==> config.mk <==
export PLATFORM = sky130hd
export DESIGN_NAME = echo_engine_flat
export DESIGN_NICKNAME = d
export VERILOG_FILES = /design/src/rtl/echo_pkg.sv /design/src/rtl/echo_engine_if.sv /design/src/rtl/echo_buf_fifo.sv /design/src/rtl/echo_engine.sv /design/src/flat_wrapper.sv
export SDC_FILE = /design/constraint.sdc
export NUM_CORES = 1
export LEC_CHECK = 0
export ABC_AREA = 1
export CAP_MARGIN = 20
export CORE_MARGIN = 1
export CORE_UTILIZATION = 45
export CTS_CLUSTER_SIZE = 24
export DETAILED_ROUTE_END_ITERATION = 10
export GPL_TIMING_DRIVEN = 0
export PLACE_DENSITY = 0.75
export SYNTH_ARGS = -nofsm -noshare
export SYNTH_HDL_FRONTEND = slang
export SYNTH_SLANG_ARGS = --single-unit
==> constraint.sdc <==
create_clock -name clk_i -period 4.25 [get_ports clk_i]
set_input_delay 1.275 -clock clk_i [delete_from_list [all_inputs] [get_ports clk_i]]
set_output_delay 1.275 -clock clk_i [all_outputs]
set_load 0.02 [all_outputs]
==> src/rtl/echo_pkg.sv <==
// Shared definitions for the host echo engine: transform mode encodings and
// a constant-evaluable ceil(log2) helper used to size pointers and levels.
package echo_pkg;

    typedef enum logic [1:0] {
        ECHO_PASS = 2'b00,
        ECHO_INV  = 2'b01,
        ECHO_INC  = 2'b10,
        ECHO_CASE = 2'b11
    } echo_mode_e;

    localparam int LAG_WIDTH = 2;

    function automatic int clog2(input int n);
        int r;
        r = 0;
        for (int v = n - 1; v > 0; v = v >> 1) begin
            r++;
        end
        return r;
    endfunction

endpackage

==> src/rtl/echo_engine_if.sv <==
// Host FIFO handshake bundle between HostIoComm (master) and the echo engine
// (slave); suffixes are named from the engine's point of view.
interface echo_engine_if #(
    parameter int DATA_WIDTH_G  = 8,
    parameter int LEVEL_WIDTH_G = 3,
    parameter int COUNT_WIDTH_G = 16
);
    logic                     enable_i;
    logic [1:0]               mode_i;
    logic                     dnEmpty_i;
    logic [DATA_WIDTH_G-1:0]  data_i;
    logic                     rmv_o;
    logic                     upFull_i;
    logic                     add_o;
    logic [DATA_WIDTH_G-1:0]  data_o;
    logic [LEVEL_WIDTH_G-1:0] level_o;
    logic [COUNT_WIDTH_G-1:0] count_o;

    modport master (
        output enable_i, mode_i, dnEmpty_i, data_i, upFull_i,
        input  rmv_o, add_o, data_o, level_o, count_o
    );

    modport slave (
        input  enable_i, mode_i, dnEmpty_i, data_i, upFull_i,
        output rmv_o, add_o, data_o, level_o, count_o
    );

endinterface

==> src/rtl/echo_buf_fifo.sv <==
// Small synchronous FIFO buffering transformed words between capture and emit.
// Callers guarantee no push when full and no pop when empty.
module echo_buf_fifo
    import echo_pkg::*;
#(
    parameter int DATA_WIDTH_G = 8,
    parameter int DEPTH_G      = 4
) (
    input  logic                       clk_i,
    input  logic                       reset_n_i,
    input  logic                       push_i,
    input  logic [DATA_WIDTH_G-1:0]    data_i,
    input  logic                       pop_i,
    output logic [DATA_WIDTH_G-1:0]    data_o,
    output logic [clog2(DEPTH_G):0]    level_o
);

    localparam int PTR_W = clog2(DEPTH_G);
    localparam int LVL_W = PTR_W + 1;

    logic [DATA_WIDTH_G-1:0] mem_q [DEPTH_G];
    logic [PTR_W-1:0]        wrPtr_q, wrPtr_d;
    logic [PTR_W-1:0]        rdPtr_q, rdPtr_d;
    logic [LVL_W-1:0]        level_q, level_d;

    // Depth is a power of two, so pointers wrap by natural overflow.
    always_comb begin
        wrPtr_d = push_i ? wrPtr_q + PTR_W'(1) : wrPtr_q;
        rdPtr_d = pop_i  ? rdPtr_q + PTR_W'(1) : rdPtr_q;
        level_d = level_q;
        case ({push_i, pop_i})
            2'b10:   level_d = level_q + LVL_W'(1);
            2'b01:   level_d = level_q - LVL_W'(1);
            default: level_d = level_q;
        endcase
    end

    always_ff @(posedge clk_i) begin
        if (!reset_n_i) begin
            wrPtr_q <= '0;
            rdPtr_q <= '0;
            level_q <= '0;
        end else begin
            wrPtr_q <= wrPtr_d;
            rdPtr_q <= rdPtr_d;
            level_q <= level_d;
        end
    end

    always_ff @(posedge clk_i) begin
        if (push_i) begin
            mem_q[wrPtr_q] <= data_i;
        end
    end

    assign data_o  = mem_q[rdPtr_q];
    assign level_o = level_q;

endmodule

==> src/rtl/echo_engine.sv <==
// Echo engine: drains the host-to-FPGA FIFO, transforms each word, buffers it
// and pushes it back upstream, pacing both FIFO strobes for status settling.
module echo_engine
    import echo_pkg::*;
#(
    parameter int DATA_WIDTH_G  = 8,
    parameter int DEPTH_G       = 4,
    parameter int STATUS_LAG_G  = 1,
    parameter int COUNT_WIDTH_G = 16
) (
    input  logic          clk_i,
    input  logic          reset_n_i,
    echo_engine_if.slave  bus
);

    localparam int LVL_W = clog2(DEPTH_G) + 1;
    localparam logic [LAG_WIDTH-1:0]    LAG_INIT = LAG_WIDTH'(STATUS_LAG_G);
    localparam logic [DATA_WIDTH_G-1:0] UP_A  = DATA_WIDTH_G'(8'h41);
    localparam logic [DATA_WIDTH_G-1:0] UP_Z  = DATA_WIDTH_G'(8'h5A);
    localparam logic [DATA_WIDTH_G-1:0] LO_A  = DATA_WIDTH_G'(8'h61);
    localparam logic [DATA_WIDTH_G-1:0] LO_Z  = DATA_WIDTH_G'(8'h7A);
    localparam logic [DATA_WIDTH_G-1:0] CASE_BIT = DATA_WIDTH_G'(8'h20);

    // Case swap only makes sense for byte-wide ASCII words.
    function automatic logic [DATA_WIDTH_G-1:0] transform(
        input logic [DATA_WIDTH_G-1:0] w,
        input logic [1:0]              m
    );
        logic [DATA_WIDTH_G-1:0] r;
        r = w;
        case (echo_mode_e'(m))
            ECHO_PASS: r = w;
            ECHO_INV:  r = ~w;
            ECHO_INC:  r = w + DATA_WIDTH_G'(1);
            ECHO_CASE: begin
                if ((DATA_WIDTH_G == 8) &&
                    (((w >= UP_A) && (w <= UP_Z)) || ((w >= LO_A) && (w <= LO_Z)))) begin
                    r = w ^ CASE_BIT;
                end
            end
            default:   r = w;
        endcase
        return r;
    endfunction

    logic                     push, pop;
    logic [DATA_WIDTH_G-1:0]  pushData, headData;
    logic [LVL_W-1:0]         level;

    logic                     rmv_q, rmv_d;
    logic                     add_q, add_d;
    logic [DATA_WIDTH_G-1:0]  data_q, data_d;
    logic [COUNT_WIDTH_G-1:0] count_q, count_d;
    logic [LAG_WIDTH-1:0]     rmvLag_q, rmvLag_d;
    logic [LAG_WIDTH-1:0]     addLag_q, addLag_d;

    assign push     = bus.enable_i && !bus.dnEmpty_i && (level < LVL_W'(DEPTH_G)) && (rmvLag_q == '0);
    assign pop      = (level != '0) && !bus.upFull_i && (addLag_q == '0);
    assign pushData = transform(bus.data_i, bus.mode_i);

    echo_buf_fifo #(
        .DATA_WIDTH_G (DATA_WIDTH_G),
        .DEPTH_G      (DEPTH_G)
    ) u_buf (
        .clk_i     (clk_i),
        .reset_n_i (reset_n_i),
        .push_i    (push),
        .data_i    (pushData),
        .pop_i     (pop),
        .data_o    (headData),
        .level_o   (level)
    );

    // Each strobe reloads its lag counter so the next one waits for flags to settle.
    always_comb begin
        rmv_d    = push;
        add_d    = pop;
        data_d   = data_q;
        count_d  = count_q;
        rmvLag_d = (rmvLag_q == '0) ? '0 : rmvLag_q - LAG_WIDTH'(1);
        addLag_d = (addLag_q == '0) ? '0 : addLag_q - LAG_WIDTH'(1);
        if (push) begin
            rmvLag_d = LAG_INIT;
        end
        if (pop) begin
            data_d   = headData;
            count_d  = count_q + COUNT_WIDTH_G'(1);
            addLag_d = LAG_INIT;
        end
    end

    always_ff @(posedge clk_i) begin
        if (!reset_n_i) begin
            rmv_q    <= 1'b0;
            add_q    <= 1'b0;
            data_q   <= '0;
            count_q  <= '0;
            rmvLag_q <= '0;
            addLag_q <= '0;
        end else begin
            rmv_q    <= rmv_d;
            add_q    <= add_d;
            data_q   <= data_d;
            count_q  <= count_d;
            rmvLag_q <= rmvLag_d;
            addLag_q <= addLag_d;
        end
    end

    assign bus.rmv_o   = rmv_q;
    assign bus.add_o   = add_q;
    assign bus.data_o  = data_q;
    assign bus.level_o = level;
    assign bus.count_o = count_q;

endmodule

==> src/flat_wrapper.sv <==
// flat-port wrapper written by rule: the top's interface ports become plain ports
module echo_engine_flat import echo_pkg::*;
#(
    parameter int DATA_WIDTH_G  = 8,
    parameter int DEPTH_G       = 4,
    parameter int STATUS_LAG_G  = 1,
    parameter int COUNT_WIDTH_G = 16
)
  (clk_i, reset_n_i, bus_enable_i, bus_mode_i, bus_dnEmpty_i, bus_data_i, bus_upFull_i, bus_rmv_o, bus_add_o, bus_data_o, bus_level_o, bus_count_o);
  echo_engine_if #(.DATA_WIDTH_G(DATA_WIDTH_G), .LEVEL_WIDTH_G(3), .COUNT_WIDTH_G(COUNT_WIDTH_G)) bus_i ();
  input  logic clk_i;
  input  logic reset_n_i;
  input wire logic [$bits(bus_i.enable_i)-1:0] bus_enable_i;
  input wire logic [$bits(bus_i.mode_i)-1:0] bus_mode_i;
  input wire logic [$bits(bus_i.dnEmpty_i)-1:0] bus_dnEmpty_i;
  input wire logic [$bits(bus_i.data_i)-1:0] bus_data_i;
  input wire logic [$bits(bus_i.upFull_i)-1:0] bus_upFull_i;
  output wire logic [$bits(bus_i.rmv_o)-1:0] bus_rmv_o;
  output wire logic [$bits(bus_i.add_o)-1:0] bus_add_o;
  output wire logic [$bits(bus_i.data_o)-1:0] bus_data_o;
  output wire logic [$bits(bus_i.level_o)-1:0] bus_level_o;
  output wire logic [$bits(bus_i.count_o)-1:0] bus_count_o;
  assign bus_i.enable_i = bus_enable_i;
  assign bus_i.mode_i = bus_mode_i;
  assign bus_i.dnEmpty_i = bus_dnEmpty_i;
  assign bus_i.data_i = bus_data_i;
  assign bus_i.upFull_i = bus_upFull_i;
  assign bus_rmv_o = bus_i.rmv_o;
  assign bus_add_o = bus_i.add_o;
  assign bus_data_o = bus_i.data_o;
  assign bus_level_o = bus_i.level_o;
  assign bus_count_o = bus_i.count_o;
  echo_engine #(.DATA_WIDTH_G(DATA_WIDTH_G), .DEPTH_G(DEPTH_G), .STATUS_LAG_G(STATUS_LAG_G), .COUNT_WIDTH_G(COUNT_WIDTH_G)) u_core (.clk_i(clk_i), .reset_n_i(reset_n_i), .bus(bus_i));
endmodule
; ---- Word-level counts from Yosys, hierarchy flattened
; Memories as Yosys holds them, arrays and structs flattened. A register that Yosys moved wholly into a read port is not among the register bits.
; Index checks and enable logic that the tools add are counted.
[op_classes]
muxes = 9
eq_ne = 5
reduce_logical = 18
n_lt_le_gt_ge = 5
bitwise = 3
add_sub_neg = 8
[ops]
columns = operator, n
row1 = $pmux 8 s4, 1
row2 = $add 16x1->16 const B, 1
row3 = $ge 8x7->1 const B, 2
row4 = $le 8x7->1 const B, 2
row5 = $add 8x1->8 const B, 1
row6 = $not 8->8, 1
row7 = $logic_and 1x1->1, 7
row8 = $eq 2x2->1 const B, 3
row9 = $logic_not 2->1, 3
row10 = $mux 1, 6
row11 = $mux 6, 1
row12 = $pmux 3 s2, 1
row13 = $reduce_or 3->1, 2
row14 = $add 2x1->2 const B, 2
row15 = $eq 2x1->1 const B, 2
row16 = $sub 2x1->2 const B, 2
row17 = $add 3x1->3 const B, 1
row18 = $logic_not 1->1, 3
row19 = $lt 3x3->1 const B, 1
row20 = $reduce_bool 3->1, 1
row21 = $sub 3x1->3 const B, 1
row22 = $not 1->1, 2
row23 = $reduce_bool 2->1, 1
row24 = $logic_or 1x1->1, 1
[totals]
n_memories = 1
input_bits = 15
regBits = 29
mem_bits_rw = 32
[mem_list]
columns = name, depth, word_bits, read_ports, rd_clocked_by_memory_dff, wr, line
row1 = u_core.u_buf.mem_q, 4, 8, 1, 1, 1, echo_buf_fifo.sv:21  ; logic [DATA_WIDTH_G-1:0] mem_q [DEPTH_G];

; ---- Depth between registers and ports, before layout
[logic_depth]
ltp_word = 6
ltp_mapped = 14

; ---- Hierarchy
; Synthesis repeated with hierarchy kept, for this count alone.
[hier_totals]
hier_cells = 390
hier_area_um2 = 3350.7
[by_module_without_submodules]
columns = mod, n_inst, seq_area_each_um2, area_per_inst_um2, cells_each
row1 = echo_engine, 1, 600.6, 1726.7, 259
row2 = echo_buf_fifo, 1, 1141.1, 1624.1, 131

; ---- Worst setup path before layout
; No wires, ideal clock.
[synth_timing]
kind = input-to-reg
start = input bus_upFull_i
end = register u_core.u_buf.level_q[2] (netlist: u_core.u_buf.level_o[2])
arrival_time_ns = 2.715
stages = 11
slack_ns = 1.412
required_ns = 4.128
setup_time_ns = 0.122
path_cell_list = nor2_4 > nand2_2 > inv_1 > buf_2 > ha_1 > inv_1 > fa_1 > a21oi_1 > o21ai_0 > o21ai_0 > a21oi_1
[synth_between]
elab_chain_len = 5
elab_cells_between_ends = 7
[synth_lines]
columns = element, line
row1 = "start, declared", flat_wrapper.sv:17  ; input wire logic [$bits(bus_i.upFull_i)-1:0] bus_upFull_i;
row2 = $logic_not 1->1 (*), echo_engine.sv:58  ; assign pop = (level != '0) && !bus.upFull_i && (addLag_q == '0);
row3 = $logic_and 1x1->1 (*) (2 in series), echo_engine.sv:58
row4 = net u_core.add_d, echo_engine.sv:51  ; logic add_q, add_d;
row5 = $eq 2x1->1 or $eq 2x2->1 (tied branches), echo_buf_fifo.sv:31  ; case ({push_i, pop_i})
row6 = $pmux 3 s2 or $reduce_bool 2->1 (tied branches), n/a
row7 = "end signal, assigned", echo_buf_fifo.sv:46  ; level_q <= level_d;
row8 = "end, declared", echo_buf_fifo.sv:24  ; logic [LVL_W-1:0] level_q, level_d;
; Mark *: on every way through the listed nets, which the timed path passes. The rest lies on a longest branch.
; A chain may end at the register's enable or synchronous reset.

; ---- Worst setup path in the final report
; Ends and elaborated chain as after synthesis.

==> impl_metrics.csv <==
group,metric,value,unit
finish,drive_gt1_share,9.91,%
setup_path,r2r-start,"u_core.addLag_q[0]",
setup_path,crit_slowest_cell,"clkdlybuf4s50_1",
sta,finalClockSkew,0.00643,ns
power_and_ir_drop,sw_frac_of_total,31.4,%
setup_path,crit_type,"primary input to flop",
global_routing,track_usage,19.5,%
yosys,synth_area_leader_cell,"edfxtp_1",
sta,slew_viol_final,0,
power_and_ir_drop,p_total,0.00221,W
placed_design,gp_congestion,0.836,
setup_path,cp_max_fo,10,
sta,final-setup-viol-count,0,
yosys,synth-seq-area-share,52.1,%
route,viasPerCell,4.95,
die,placement_rows,30,
yosys,synth-seq-cells,69,
yosys,synth_top_area_share,29.4,%
sta,max_freq,0.303,GHz
sta,period_share,77.5,%
yosys,netlist_instances,376,
clock_network,numCtsBuffers,9,
clock_network,cts_resized,0,
hold_path,min_path_type,"flop to flop",
status,status,"complete, no violations",
route,ant_nets,0,
finish,nNetsFinal,459,
clock_network,clkLatencyLatePin,0.34,ns
die,die_y,87.2,um
die,die_area,0.00760,mm2
finish,synthToLayoutAreaGrowth,24.9,%
route,routed_wl,6.81,mm
power_and_ir_drop,ir_worst_vdd,0.000223,V
die,pin_count,44,
clock_network,cts_max_level,3,
power_and_ir_drop,combPwrFrac,29.3,%
yosys,postSynthAreaPerCell,8.68,um2
global_routing,overflow,0,
route,drc_errors,0,
sta,layout_min_cycle_time,3.30,ns
setup_path,reg2reg_slack,1.78,ns
sta,worstMarginPinSlew,0.728,ns
setup_path,slowest_delay,0.45,ns
flow_run,max_cap_violations,0,
setup_path,setup.worst_path.start,"bus_upFull_i",
route,via_count,2625,
power_and_ir_drop,p_sw,0.000692,W
finish,fill_cells,607,
power_and_ir_drop,p_leak,1.59,nW
global_routing,first_global_vias,2486,
global_routing,grt_pass1_wl,11.4,mm
die,initial_utilization,47.2,%
yosys,syn_nets,406,
sta,slew-limit-headroom,51.3,%
clock_network,ctsLongestPathBuffers,2,
route,drtIter0Drc,135,
setup_path,crit_family,"buffers and inverters",
yosys,yosys_warnings,0,
sta,fin_hold_ws,0.470,ns
clock_network,cts_tree,"yes",
placed_design,place_hpwl,4.93,mm
setup_path,critPathArrivalTime,3.52,ns
hold_path,hold_start,"u_core.bus.count_o[4]",
finish,multi_input_area,0.00131,mm2
finish,register_area,0.00170,mm2
power_and_ir_drop,power_frac_seq,38.2,%
finish,mostFrequentLayoutCell,"nor2_1",
finish,most-common-layout-cells,"nor2_1 (68), nand2_1 (47), inv_1 (46)",
sta,hold_viol_final,0,
sta,rsz0062_at_grt,"no",
setup_path,cp-start-kind,"primary input",
placed_design,portBuffers,42,
clock_network,cts_hold_buf,0,
clock_network,clock-root-buffer,"clkbuf_8",
finish,antenna_cells,0,
yosys,mappedNetlistArea,0.00326,mm2
yosys,yosys-top-cells-area,"edfxtp_1 (29%), dfxtp_1 (23%), nor2_1 (7.8%)",
setup_path,worstPathRequired,4.48,ns
global_routing,grt_antenna_before_repair,0,
yosys,ys_types,32,
route,dr.pass1.iters,4,
setup_path,worst-path-buf-inv,4,
setup_path,worstPathCellList,"clkdlybuf4s50_1 -> nor2_4 -> nand2_2 -> inv_1 -> buf_2 -> ha_1 -> inv_1 -> fa_1 -> a21oi_1 -> o21ai_0 -> o21ai_0 -> a21oi_1",
route,wire_per_inst,12.9,um
clock_network,clock-sinks,69,
die,die_width,87.2,um
power_and_ir_drop,p_per_area,541,mW/mm2
die,fp.coreArea,0.00691,mm2
clock_network,postCtsSetupRepairBufs,0,
sta,fin_tns_setup,0,ns
power_and_ir_drop,clockPowerShare,32.4,%
clock_network,cts.clk_slew.worst_paths,0.07,ns
global_routing,grt_max_degree,13,
setup_path,cp-end-kind,"flop",
power_and_ir_drop,internal_power,0.00151,W
==> stage by stage <==
step,util [%],instance area [um2],instances,setup WS [ns]
after floorplan,-,3260,376,1.41
after global placement,55.1,3800,514,0.698
after detailed placement,55.1,3800,514,0.622
after CTS,59.0,4080,530,0.981
after global routing,59.0,4080,530,0.853
final,59.0,4080,530,0.954
==> registers in the layout (all words and copies together), names as in the netlist <==
| register | flops |
|---|---|
| u_core.bus.count_o | 16 |
| u_core.u_buf.wrPtr_q | 2 |
| u_core.u_buf.rdPtr_q | 2 |
| u_core.u_buf.mem_q | 32 |
| u_core.bus.add_o | 1 |
| u_core.addLag_q | 2 |
| u_core.rmvLag_q | 2 |
| u_core.u_buf.level_o | 3 |
| u_core.bus.rmv_o | 1 |
| u_core.bus.data_o | 8 |
==> worst min-delay path, delay by kind of cell (launching register included) <==
kind,cells,cell delay [ns]
AOI/OAI and AO/OA,1,0.05
buffers and inverters,1,0.05
DFF,1,0.33
==> path summary, 6_finish.rpt <==
path,cells past startpoint,endpoint
setup / recovery,12,u_core.u_buf.level_o[2]
setup reg to reg,14,u_core.u_buf.level_o[2]
hold reg to reg,2,u_core.bus.count_o[4]
hold / removal,2,u_core.bus.count_o[4]
==> cells in the mapped netlist <==
library cell,n
a21oi_1,15
a31oi_1,11
buf_1,1
buf_2,6
buf_4,3
buf_6,1
clkbuf_1,1
clkinv_1,1
dfxtp_1,37
edfxtp_1,32
fa_1,1
ha_1,14
inv_1,46
inv_2,2
nand2_1,47
nand2_2,3
nand3_1,13
nand3_2,1
nand3b_1,1
nand4_1,6
nor2_1,68
nor2_2,6
nor2_4,3
nor3_1,3
nor3_2,2
nor3b_1,1
o211ai_1,1
o21a_1,1
o21ai_0,41
o21ai_1,2
xnor2_1,1
xor2_1,5
==> power groups by stage <==
stage / Sequential [W] / Clock, W / Combinational [W]
floorplan: 0.000920 / 0 / 0.000341
global placement: 0.000854 / 0 / 0.000622
detailed placement: 0.000857 / 0 / 0.000648
CTS: 0.000843 / 0.000723 / 0.000651
global route: 0.000851 / 0.000753 / 0.000716
finish: 0.000843 / 0.000715 / 0.000647
==> kinds of logic (layout without fill, tap and decap cells) <==
group	Yosys count	in the layout	share of synthesized area (%)
compound gates	71	71	11.5
buf+inv	61	119	7.82
xor+xnor	6	6	1.61
fa+ha+maj	15	15	5.98
simple gates	154	154	21.0
flops	69	69	52.1
==> area by class of cell <==
class	count	share of cell area [%]
flip-flops and latches	69	41.8
multi-input cells	246	32.1
repair buffers	42	10.3
inverters	49	4.51
clock buffers	10	3.38
clock inverters	6	3.29
well taps	96	2.95
plain buffers	12	1.75
==> per-layer routing <==
layer  part of all wire, %  GRT usage [%]
met5                     0              0
met2                    51           34.6
met4                   1.9           9.99
met3                   3.8           2.65
met1                    44           23.1
Note: power is estimated with default switching activity, not from simulation.
==> variant (same flow settings) <==
`data_q` no longer has a reset.
--- a/src/rtl/echo_engine.sv
+++ b/src/rtl/echo_engine.sv
@@ -93,18 +93,20 @@
         if (!reset_n_i) begin
             rmv_q    <= 1'b0;
             add_q    <= 1'b0;
-            data_q   <= '0;
             count_q  <= '0;
             rmvLag_q <= '0;
             addLag_q <= '0;
         end else begin
             rmv_q    <= rmv_d;
             add_q    <= add_d;
-            data_q   <= data_d;
             count_q  <= count_d;
             rmvLag_q <= rmvLag_d;
             addLag_q <= addLag_d;
         end
+    end
+
+    always_ff @(posedge clk_i) begin
+        data_q <= data_d;
     end
 
     assign bus.rmv_o   = rmv_q;
Formal check against the unedited RTL: differs if reset_n_i is asserted again (counterexample within 4 cycles, from zero or initial values and one cycle with reset_n_i low); with reset_n_i held inactive, the same outputs for 10 cycles.
==> variant against the unedited design <==
Clock power shrank 3%. Clock skew is essentially flat. Wire length shrank 5.7%. Sequential share of layout area grew 2.4 points. Design area shrank 0.89%. Die area shrank 1.1%. Global-route usage shrank 0.62 points. Sequential power grew 1%. Setup slack gained 0.18 ns. Critical path depth grew 1. Sequential cell count is the same. Power shrank 4.2%. Synthesized area shrank 1.1%. Largest cell class unchanged.
==> variant: results (changes against the unedited design) <==
{
  "global_route": {
    "groute.layer.met3.usage": {"value": 4.857, "unit": "%", "change": "+2.2 points"},
    "global_route.usage.total": {"value": 18.89, "unit": "%", "change": "-0.62 points"},
    "grt_first_pass_wirelength": {"value": 10.68, "unit": "mm", "change": "-5.9%"},
    "globalRouteMet2Util": {"value": 30.88, "unit": "%", "change": "-3.7 points"},
    "grt_start_max_net_pins": {"value": 15, "change": "+2"},
    "grt_util_met1": {"value": 22.83, "unit": "%", "change": "-0.28 points"}
  },
  "placement": {
    "numPlacedInstances": {"value": 486, "change": "-5.4%"},
    "buffer_ports.inserted": {"value": 43, "change": "+2.4%"},
    "place.gp.congestion": {"value": 0.8377, "change": "+0.20%"},
    "post_dp_hpwl": {"value": 4.476, "unit": "mm", "change": "-9.2%"},
    "post_place_setup_slack": {"value": 0.7746, "unit": "ns", "change": "+0.1521 ns"},
    "placed_area": {"value": 3777, "unit": "µm²", "change": "-0.69%"}
  },
  "worst_setup_path": {
    "path_max_fanout": {"value": 14, "change": "+4"},
    "cp_data_arrival_time": {"value": 3.36, "unit": "ns", "change": "-0.16 ns"}
  },
  "hold_path": {
    "min_delay_worst_endpoint": "u_core.u_buf.level_o[2]",
    "hp_start": "u_core.u_buf.level_o[2]"
  },
  "layout": {
    "final_net_count": {"value": 431, "change": "-6.1%"},
    "drive_above_1_share": {"value": 10.59, "unit": "%", "change": "+0.68 points"},
    "filler_cell_count": {"value": 594, "change": "-2.1%"}
  },
  "synth": {
    "proportion_of_synthesized_chip_area_in_sequential_cells": {"value": 55.22, "unit": "%", "change": "+3.1 points"},
    "synth_top_cells_by_area": "sky130_fd_sc_hd__edfxtp_1 (37%), sky130_fd_sc_hd__dfxtp_1 (18%), sky130_fd_sc_hd__nor2_1 (6.2%)",
    "synth-compound-area-share": {"value": 10.59, "unit": "%", "change": "-0.88 points"},
    "synth_cell_types": {"value": 36, "change": "+13%"},
    "synth_top_cells_by_count": "sky130_fd_sc_hd__nor2_1 (53), sky130_fd_sc_hd__nand2_1 (51), sky130_fd_sc_hd__edfxtp_1 (40), sky130_fd_sc_hd__inv_1 (38), sky130_fd_sc_hd__dfxtp_1 (29)"
  },
  "detailed_routing": {
    "post_drt_wl_per_cell": {"value": 12.80, "unit": "µm", "change": "-0.42%"},
    "detail_route.wirelength": {"value": 6.424, "unit": "mm", "change": "-5.7%"},
    "routed-via-count": {"value": 2513, "change": "-4.3%"},
    "routed-wl-met3": {"value": 335, "unit": "µm", "change": "+28%"}
  },
  "timing": {
    "final_period_minus_worst_setup_slack": {"value": 3.120, "unit": "ns", "change": "-0.1758 ns"},
    "timing_worst_slew_pin_value": {"value": 0.7964, "unit": "ns", "change": "+0.06798 ns"},
    "worst_hold_slack": {"value": 0.5103, "unit": "ns", "change": "+0.03992 ns"}
  },
  "status": {
    "status": "finished clean"
  },
  "pwr": {
    "max-vdd-ir-drop": {"value": 0.1903, "unit": "mV", "change": "-15%"},
    "cellLeakagePower": {"value": 1.545, "unit": "nW", "change": "-2.9%"}
  }
}
## variant: changes by cell type after synthesis, sizes merged, moves of 8 or more
cell,unedited run,this run
a31oi,11,0
dfxtp,37,29
edfxtp,32,40
nor2,77,62
o21ai,43,35
o22ai,0,8
## variant: where the power goes
| part | internal [mW] | switching, mW | leakage (nW) |
|---|---|---|---|
| sequential | 0.815 | 0.0395 | 0.599 |
| combinational | 0.208 | 0.354 | 0.815 |
| clock | 0.447 | 0.249 | 0.131 |
## variant: area by class of cell
type / count / area, µm² / area share, %
flip-flops and latches: 69 / 1782 / 44.11
multi-input cells: 226 / 1229 / 30.42
repair buffers: 43 / 430.4 / 10.66
inverters: 45 / 168.9 / 4.182
clock inverters: 7 / 137.6 / 3.408
clock buffers: 9 / 123.9 / 3.067
well taps: 96 / 120.1 / 2.974
plain buffers: 7 / 47.55 / 1.177
